**src/rtl/fastica_sequencer.sv**
```systemverilog
// FastICA top-level sequencer.
// Walks each independent component through orthogonalisation, normalisation,
// fixed-point update and convergence check, then streams a MEM_LEN-word
// write-back. Deflation mode processes N_COMP components one after another;
// symmetric mode makes a single pass that covers all components at once.
// go_fastica doubles as the asynchronous active-low reset: dropping it aborts
// the run immediately from any state.
// Every output comes straight from a flop. Each strobe flop is loaded with
// the decode of the next state, so a strobe is aligned with the state it
// belongs to.
module fastica_sequencer #(
    parameter int N_COMP   = 4,
    parameter int COMP_W   = 2,
    parameter int MAX_ITER = 64,
    parameter int ITER_W   = 7,
    parameter int MEM_LEN  = 128,
    parameter int MEM_W    = 7
) (
    input  logic              clk_fastica,
    input  logic              go_fastica,
    input  logic              mode_symm,
    input  logic              symm_busy,
    input  logic              fast_busy,
    input  logic              error_busy,
    output logic              fastica_busy,
    output logic              go_symm,
    output logic              en_norm,
    output logic              go_fast,
    output logic              en_error,
    output logic              en_mul1,
    output logic              en_mem1,
    output logic [COMP_W-1:0] comp_idx,
    output logic [ITER_W-1:0] iter_cnt,
    output logic [MEM_W-1:0]  mem_addr,
    output logic              done,
    output logic              timeout
);

    typedef enum logic [2:0] {
        ST_IDLE = 3'd0,
        ST_ORTH = 3'd1,
        ST_NORM = 3'd2,
        ST_FAST = 3'd3,
        ST_ERR  = 3'd4,
        ST_MUL  = 3'd5,
        ST_MEM  = 3'd6,
        ST_DONE = 3'd7
    } state_t;

    localparam logic [COMP_W-1:0] COMP_LAST = COMP_W'(N_COMP - 1);
    localparam logic [ITER_W-1:0] ITER_LAST = ITER_W'(MAX_ITER - 1);
    localparam logic [MEM_W-1:0]  MEM_LAST  = MEM_W'(MEM_LEN - 1);

    // Strobe bit order: {go_symm, en_norm, go_fast, en_error, en_mul1, en_mem1}
    function automatic logic [5:0] strobe_decode(input state_t st);
        logic [5:0] stb;
        case (st)
            ST_ORTH: stb = 6'b100000;
            ST_NORM: stb = 6'b010000;
            ST_FAST: stb = 6'b001000;
            ST_ERR:  stb = 6'b000100;
            ST_MUL:  stb = 6'b000010;
            ST_MEM:  stb = 6'b000011;
            default: stb = 6'b000000;
        endcase
        return stb;
    endfunction

    state_t            state_q, state_d;
    logic              fresh_q, fresh_d;      // first cycle spent in the current state
    logic              mode_q, mode_d;
    logic [COMP_W-1:0] comp_q, comp_d;
    logic [ITER_W-1:0] iter_q, iter_d;
    logic [MEM_W-1:0]  addr_q, addr_d;
    logic              timeout_q, timeout_d;
    logic [5:0]        strobe_q, strobe_d;
    logic              busy_q, busy_d;
    logic              done_q, done_d;

    // Next-state, counter and registered-output decode
    always_comb begin
        state_d   = state_q;
        mode_d    = mode_q;
        comp_d    = comp_q;
        iter_d    = iter_q;
        addr_d    = addr_q;
        timeout_d = timeout_q;

        case (state_q)
            ST_IDLE: begin
                mode_d  = mode_symm;
                comp_d  = {COMP_W{1'b0}};
                iter_d  = {ITER_W{1'b0}};
                state_d = ST_ORTH;
            end
            ST_ORTH: begin
                // The entry cycle is the sub-block's grant cycle; busy is not yet valid.
                if (!fresh_q && !symm_busy) begin
                    state_d = ST_NORM;
                end else begin
                    state_d = ST_ORTH;
                end
            end
            ST_NORM: begin
                state_d = ST_FAST;
            end
            ST_FAST: begin
                if (!fresh_q && !fast_busy) begin
                    state_d = ST_ERR;
                end else begin
                    state_d = ST_FAST;
                end
            end
            ST_ERR: begin
                if (!error_busy) begin
                    state_d = ST_MUL;
                end else if (iter_q < ITER_LAST) begin
                    iter_d  = iter_q + ITER_W'(1'b1);
                    state_d = ST_ORTH;
                end else begin
                    // Iteration budget exhausted: flag it and write back anyway.
                    timeout_d = 1'b1;
                    state_d   = ST_MUL;
                end
            end
            ST_MUL: begin
                addr_d  = {MEM_W{1'b0}};
                state_d = ST_MEM;
            end
            ST_MEM: begin
                if (addr_q == MEM_LAST) begin
                    if (mode_q || (comp_q == COMP_LAST)) begin
                        state_d = ST_DONE;
                    end else begin
                        comp_d  = comp_q + COMP_W'(1'b1);
                        iter_d  = {ITER_W{1'b0}};
                        state_d = ST_ORTH;
                    end
                end else begin
                    addr_d  = addr_q + MEM_W'(1'b1);
                    state_d = ST_MEM;
                end
            end
            ST_DONE: begin
                state_d = ST_DONE;
            end
            default: begin
                state_d = ST_IDLE;
            end
        endcase

        fresh_d  = (state_d != state_q);
        strobe_d = strobe_decode(state_d);
        busy_d   = (state_d != ST_IDLE) && (state_d != ST_DONE);
        done_d   = (state_d == ST_DONE);
    end

    // State, counters and output flops; go_fastica low clears everything at once
    always_ff @(posedge clk_fastica or negedge go_fastica) begin
        if (!go_fastica) begin
            state_q   <= ST_IDLE;
            fresh_q   <= 1'b0;
            mode_q    <= 1'b0;
            comp_q    <= {COMP_W{1'b0}};
            iter_q    <= {ITER_W{1'b0}};
            addr_q    <= {MEM_W{1'b0}};
            timeout_q <= 1'b0;
            strobe_q  <= 6'b000000;
            busy_q    <= 1'b0;
            done_q    <= 1'b0;
        end else begin
            state_q   <= state_d;
            fresh_q   <= fresh_d;
            mode_q    <= mode_d;
            comp_q    <= comp_d;
            iter_q    <= iter_d;
            addr_q    <= addr_d;
            timeout_q <= timeout_d;
            strobe_q  <= strobe_d;
            busy_q    <= busy_d;
            done_q    <= done_d;
        end
    end

    assign {go_symm, en_norm, go_fast, en_error, en_mul1, en_mem1} = strobe_q;
    assign fastica_busy = busy_q;
    assign done         = done_q;
    assign timeout      = timeout_q;
    assign comp_idx     = comp_q;
    assign iter_cnt     = iter_q;
    assign mem_addr     = addr_q;

endmodule

```
**config.mk**
```make
export PLATFORM = sky130hd
export DESIGN_NAME = fastica_sequencer
export DESIGN_NICKNAME = d
export VERILOG_FILES = /design/src/rtl/fastica_sequencer.sv
export SDC_FILE = /design/constraint.sdc
export NUM_CORES = 1
export LEC_CHECK = 0
export ABC_AREA = 1
export CORE_AREA = 5 5 80 82
export DETAILED_ROUTE_END_ITERATION = 10
export DIE_AREA = 0 0 85 87
export GPL_TIMING_DRIVEN = 1
export HOLD_SLACK_MARGIN = 0.15
export SYNTH_ARGS = -nofsm -noshare
export SYNTH_HDL_FRONTEND = slang
export SYNTH_SLANG_ARGS = --single-unit
```
**constraint.sdc**
```tcl
create_clock -name clk_fastica -period 1.8 [get_ports clk_fastica]
set_input_delay 0.36 -clock clk_fastica [delete_from_list [all_inputs] [get_ports clk_fastica]]
set_output_delay 0.36 -clock clk_fastica [all_outputs]
set_load 0.01 [all_outputs]
```
* Word-level counts from Yosys, hierarchy flattened
Cells that the tools add are included.
** Word-level totals
- Register bits :: 30
- Output and inout bits :: 25
- Word-level logic and storage cells :: 72
** Operators by class
- Add/sub/neg operators :: 3
- Order comparisons :: 1
- Eq/ne operators :: 23
- Multiplexer cells :: 18
- Bitwise logic cells :: 1
- Reduce and logical (&&, ||, !) cells :: 16
** Operators by type and width (number)
- case mux 6 bit (6 select lines) :: 1
- 2-to-1 mux 7 bit :: 5
- == test 3 bit (second input constant) :: 8
- case mux 3 bit (8 select lines) :: 1
- case mux 7 bit (3 select lines) :: 1
- 2-to-1 mux 3 bit :: 5
- adder 7 x 1 -> 7 bit (second input constant) :: 2
- case mux 7 bit (2 select lines) :: 1
- == test 3 x 2 -> 1 bit (second input constant) :: 4
- != test 2 bit (second input constant) :: 5
- == test 7 bit (second input constant) :: 1
- less-than comparator 7 x 6 -> 1 bit (second input constant) :: 1
- == test 3 x 1 -> 1 bit (second input constant) :: 2
- 2-to-1 mux 2 bit :: 3
- AND reduction 3 bit :: 2
- nonzero test 3 bit :: 2
- AND reduction 5 bit :: 1
- case mux 2 bit (2 select lines) :: 1
- nonzero test 2 bit :: 2
- logical AND 1 bit :: 3
- logical NOT 1 bit :: 3
- logical NOT 3 bit :: 1
- != test 3 bit :: 1
- != test 3 bit (second input constant) :: 1
- 5 further kinds :: 5

* Longest topological paths before layout
- Word-level depth :: 7
- Mapped depth :: 9
- Mapped depth without buffers :: 9

* Worst setup path after synthesis
Ideal clock, no wire load.
- Path type :: register to register
- From :: register addr_q[0], in the netlist mem_addr[0]
- To :: register iter_q[2], in the netlist iter_cnt[2]
- Setup time :: 117 ps
- Data arrival time :: 1499 ps
- Slack :: 184 ps
- Cell stages (with the launch flop) :: 9
- Path buffers :: 0
- Period minus slack after synthesis :: 1616 ps
- Path through :: dfrtp_1 -> ha_1 -> nand3_1 -> inv_1 -> nand3_1 -> a21oi_4 -> nand2_4 -> nand2_1 -> nand2_1
** On the way
- Cells in the longest elaborated chain, start to end :: 3
** RTL lines
- start: declaration :: line 74 : logic [MEM_W-1:0] addr_q, addr_d;
- start signal: assignment :: line 166 : addr_q <= {MEM_W{1'b0}};
- start signal: assignment :: line 177 : addr_q <= addr_d;
- == test 7 bit :: line 131 : if (addr_q == MEM_LAST) begin
- != test 2 bit (no line)
- AND reduction 5 bit (no line)
- end signal: assignment :: line 165 : iter_q <= {ITER_W{1'b0}};
- end signal: assignment :: line 176 : iter_q <= iter_d;
- end: declaration :: line 73 : logic [ITER_W-1:0] iter_q, iter_d;
No other way between the ends.
A chain may end at the register's enable or synchronous reset.

* Worst setup path in the final report
- From :: register addr_q[1], in the netlist mem_addr[1]
- To :: register comp_q[0], in the netlist comp_idx[0]
** On the way
- Cells in the longest elaborated chain, start to end :: 3
** RTL lines
- == test 7 bit :: line 131
- != test 2 bit (no line)
- AND reduction 3 bit (no line)
- end signal: assignment :: line 164 : comp_q <= {COMP_W{1'b0}};
- end signal: assignment :: line 175 : comp_q <= comp_d;
- end: declaration :: line 72 : logic [COMP_W-1:0] comp_q, comp_d;
No other way between the ends.

==> results.sh <==
export IMPL_place_ws_ns=0.0803
export IMPL_fp_row_count=28
export IMPL_antenna_found_initial=0
export IMPL_grt_max_degree=31
export IMPL_synthDistinctLibCells=29
export IMPL_grt_overflow=0
export IMPL_io_buffers=30
export IMPL_fin_crit_sh=0.934
export IMPL_slowest_delay_ns=0.38
export IMPL_place_gp_congestion=0.784
export IMPL_fin_ws_ns=0.118
export IMPL_avgViaCountPerCell=4.34
export IMPL_netlist_instances=192
export IMPL_drtIter0Drc=54
export IMPL_grt_pass1_wl_um=5750
export IMPL_peakVddDrop_v=0.000273
export IMPL_worst_r2r_setup_slack_ns=0.12
export IMPL_vias=1333
export IMPL_grtUsageTotal=0.0976
export IMPL_cpLargestDelayFamily="simple AND/OR/NAND/NOR gates"
export IMPL_io_pins=31
export IMPL_cts_sinks=30
export IMPL_cts_max_path_buffers=2
export IMPL_synthTopCellsByArea="dfrtp_1 (48%), nand2_1 (13%), nor2_1 (6.2%), nand3_1 (6.1%), inv_1 (4.5%)"
export IMPL_synth_fp_nets=201
export IMPL_clock_latency_ns=0.27
export IMPL_coreArea_um2=5680
export IMPL_ant_nets=0
export IMPL_root_buffer="clkbuf_8"
export IMPL_skew_ns=0.00257
export IMPL_outcome="finished clean"
export IMPL_antennaDiodeCount=0
export IMPL_layout_min_cycle_time_ns=1.68
export IMPL_crit_type="flop to flop"
export IMPL_die_w_um=85
export IMPL_area_growth_pct=32.6
export IMPL_utilization=0.367
export IMPL_die_h_um=87
export IMPL_cts_tree="done"
export IMPL_slew_headroom=0.743
export IMPL_seq_area_frac_synth=0.478
export IMPL_avgSynthCellArea_um2=8.18
export IMPL_setup_tns_ns=0
export IMPL_critPathLaunchType="flop"
export IMPL_crit_buf_inv=2
export IMPL_hold_path_class="flop to flop"
export IMPL_clk_pin_slew_ns=0.06
export IMPL_yosysWarnings=0
export IMPL_netlist_area_leader_share=0.478
export IMPL_cp_end_kind="flop"
export IMPL_worstMarginPinSlew_ns=0.385
export IMPL_finalHoldViolCount=0
export IMPL_crit_arrival_ns=1.85
export IMPL_final_cell_mix="nand2_1 (56), dfrtp_1 (30), clkdlybuf4s50_1 (30), nor2_1 (24), inv_1 (19)"
export IMPL_first_pass_iters=4
export IMPL_syn_area_um2=1570
export IMPL_start_util=0.277
export IMPL_crit_path_frequent_cell="nand2_1"
export IMPL_layout_nets=241
export IMPL_wire_per_inst_um=11.0
export IMPL_cts_made_buffers=5
export IMPL_crit_path_top_delay_cell="dfrtp_1"
export IMPL_worstPathRequired_ns=1.97
export IMPL_routed_wl_um=3370
export IMPL_setup_viol=0
export IMPL_die_area_um2=7400
export IMPL_htree_levels=2
export IMPL_crit_chain="ha_1 > nand3_1 > inv_1 > nand3_2 > a21oi_4 > buf_12 > nand2_2 > nand2_1 > nand2_1"
export IMPL_drive_gt1_frac=0.121
export IMPL_layout_commonest_cell="nand2_1"
export IMPL_fmax_mhz=595
export IMPL_crit_path_max_fanout=5
export IMPL_grt_pass1_vias=1284
export IMPL_hpwl_um=2480
export IMPL_post_route_drc_count=0
export IMPL_p_leak_nw=1.00
export IMPL_cap_violations=0
export IMPL_power_total_w=0.00120
export IMPL_nFillCells=601
export IMPL_yosysTopAreaCell="dfrtp_1"
export IMPL_ys_ff_latch=30
export IMPL_drv_slew=0
export IMPL_holdBufCountCts=0
export IMPL_p_per_area_nw_per_um2=575
export IMPL_hold_ws_ns=0.465
-- where the power goes --
part	internal, W	total [W]	switching (W)	leakage, nW
Sequential	0.000676	0.000677	0.000000736	0.396
Combinational	0.0000127	0.0000302	0.0000174	0.565
Clock	0.000265	0.000490	0.000225	0.0383
Total	0.000954	0.00120	0.000243	1.00
-- kinds of logic after synthesis --
group,synth area share
AOI/OAI and AO/OA,0.0526
adders and majority gates,0.0239
DFF,0.478
and+or+nand+nor,0.342
xor gates and xnor gates,0.0334
buffers and inverters,0.0709
-- Yosys cell counts --
cell type,count
a21oi_1,3
a21oi_4,1
a31o_2,1
buf_4,1
buf_6,1
clkinv_2,1
dfrtp_1,30
ha_1,3
inv_1,19
inv_2,2
inv_6,1
nand2_1,56
nand2_2,2
nand2_4,2
nand3_1,19
nand3_2,1
nand3_4,1
nand3b_1,2
nand4_1,1
nor2_1,26
nor2_4,3
nor3_1,2
nor4_1,1
o21ai_0,4
o22ai_1,1
o2bb2ai_1,1
o31ai_1,1
xnor2_1,2
xor2_1,4
-- final cells by class --
class | instances | area (um^2) | share of cell area
well taps | 75 | 93.8 | 0.0450
inverters | 23 | 92.6 | 0.0444
flip-flops and latches | 30 | 751 | 0.360
clock buffers | 7 | 76.3 | 0.0366
multi-input cells | 137 | 719 | 0.345
repair buffers | 35 | 350 | 0.168
-- path summary, 6_finish.rpt --
kind	start	end	cells after the start
hold / removal	timeout$_DFFE_PN0P_	timeout$_DFFE_PN0P_	1
setup reg to reg	mem_addr[1]$_DFFE_PN0P_	comp_idx[0]$_DFFE_PN0P_	9
setup / recovery	mem_addr[1]$_DFFE_PN0P_	comp_idx[0]$_DFFE_PN0P_	9
max in group asynchronous	go_fastica	strobe_q[3]$_DFF_PN0_	2
min in group asynchronous	go_fastica	iter_cnt[5]$_DFFE_PN0P_	2
hold reg to reg	timeout$_DFFE_PN0P_	timeout$_DFFE_PN0P_	1
-- routing by layer --
layer / vias to the layer above / GRT usage / part of all wire
met3: 7 / 0.0369 / 0.063
met4: 0 / 0.0345 / 0.012
met5: - / 0 / 0
met2: 30 / 0.148 / 0.45
li1: 692 / - / -
met1: 604 / 0.128 / 0.47
-- sequential cells by signal, indices dropped and copies added (netlist names) --
| register | count |
|---|---|
| iter_cnt | 7 |
| mem_addr | 7 |
| strobe_q | 6 |
| state_q | 3 |
| comp_idx | 2 |
| done | 1 |
| fastica_busy | 1 |
| fresh_q | 1 |
| mode_q | 1 |
| timeout | 1 |
-- what timing repair did --
item / 4_1_cts / 5_1_grt
gates resized for setup: 0 / 4
setup endpoints to repair: 0 / 10
setup buffers: 0 / 3
-- through the flow --
step	cell area, um^2	std cells
6_report	2080	307
5_1_grt	2080	307
4_1_cts	2040	304
3_5_place_dp	1960	297
3_3_place_gp	1960	297
2_1_floorplan	1570	192
Power figures use the tool's default switching activity.
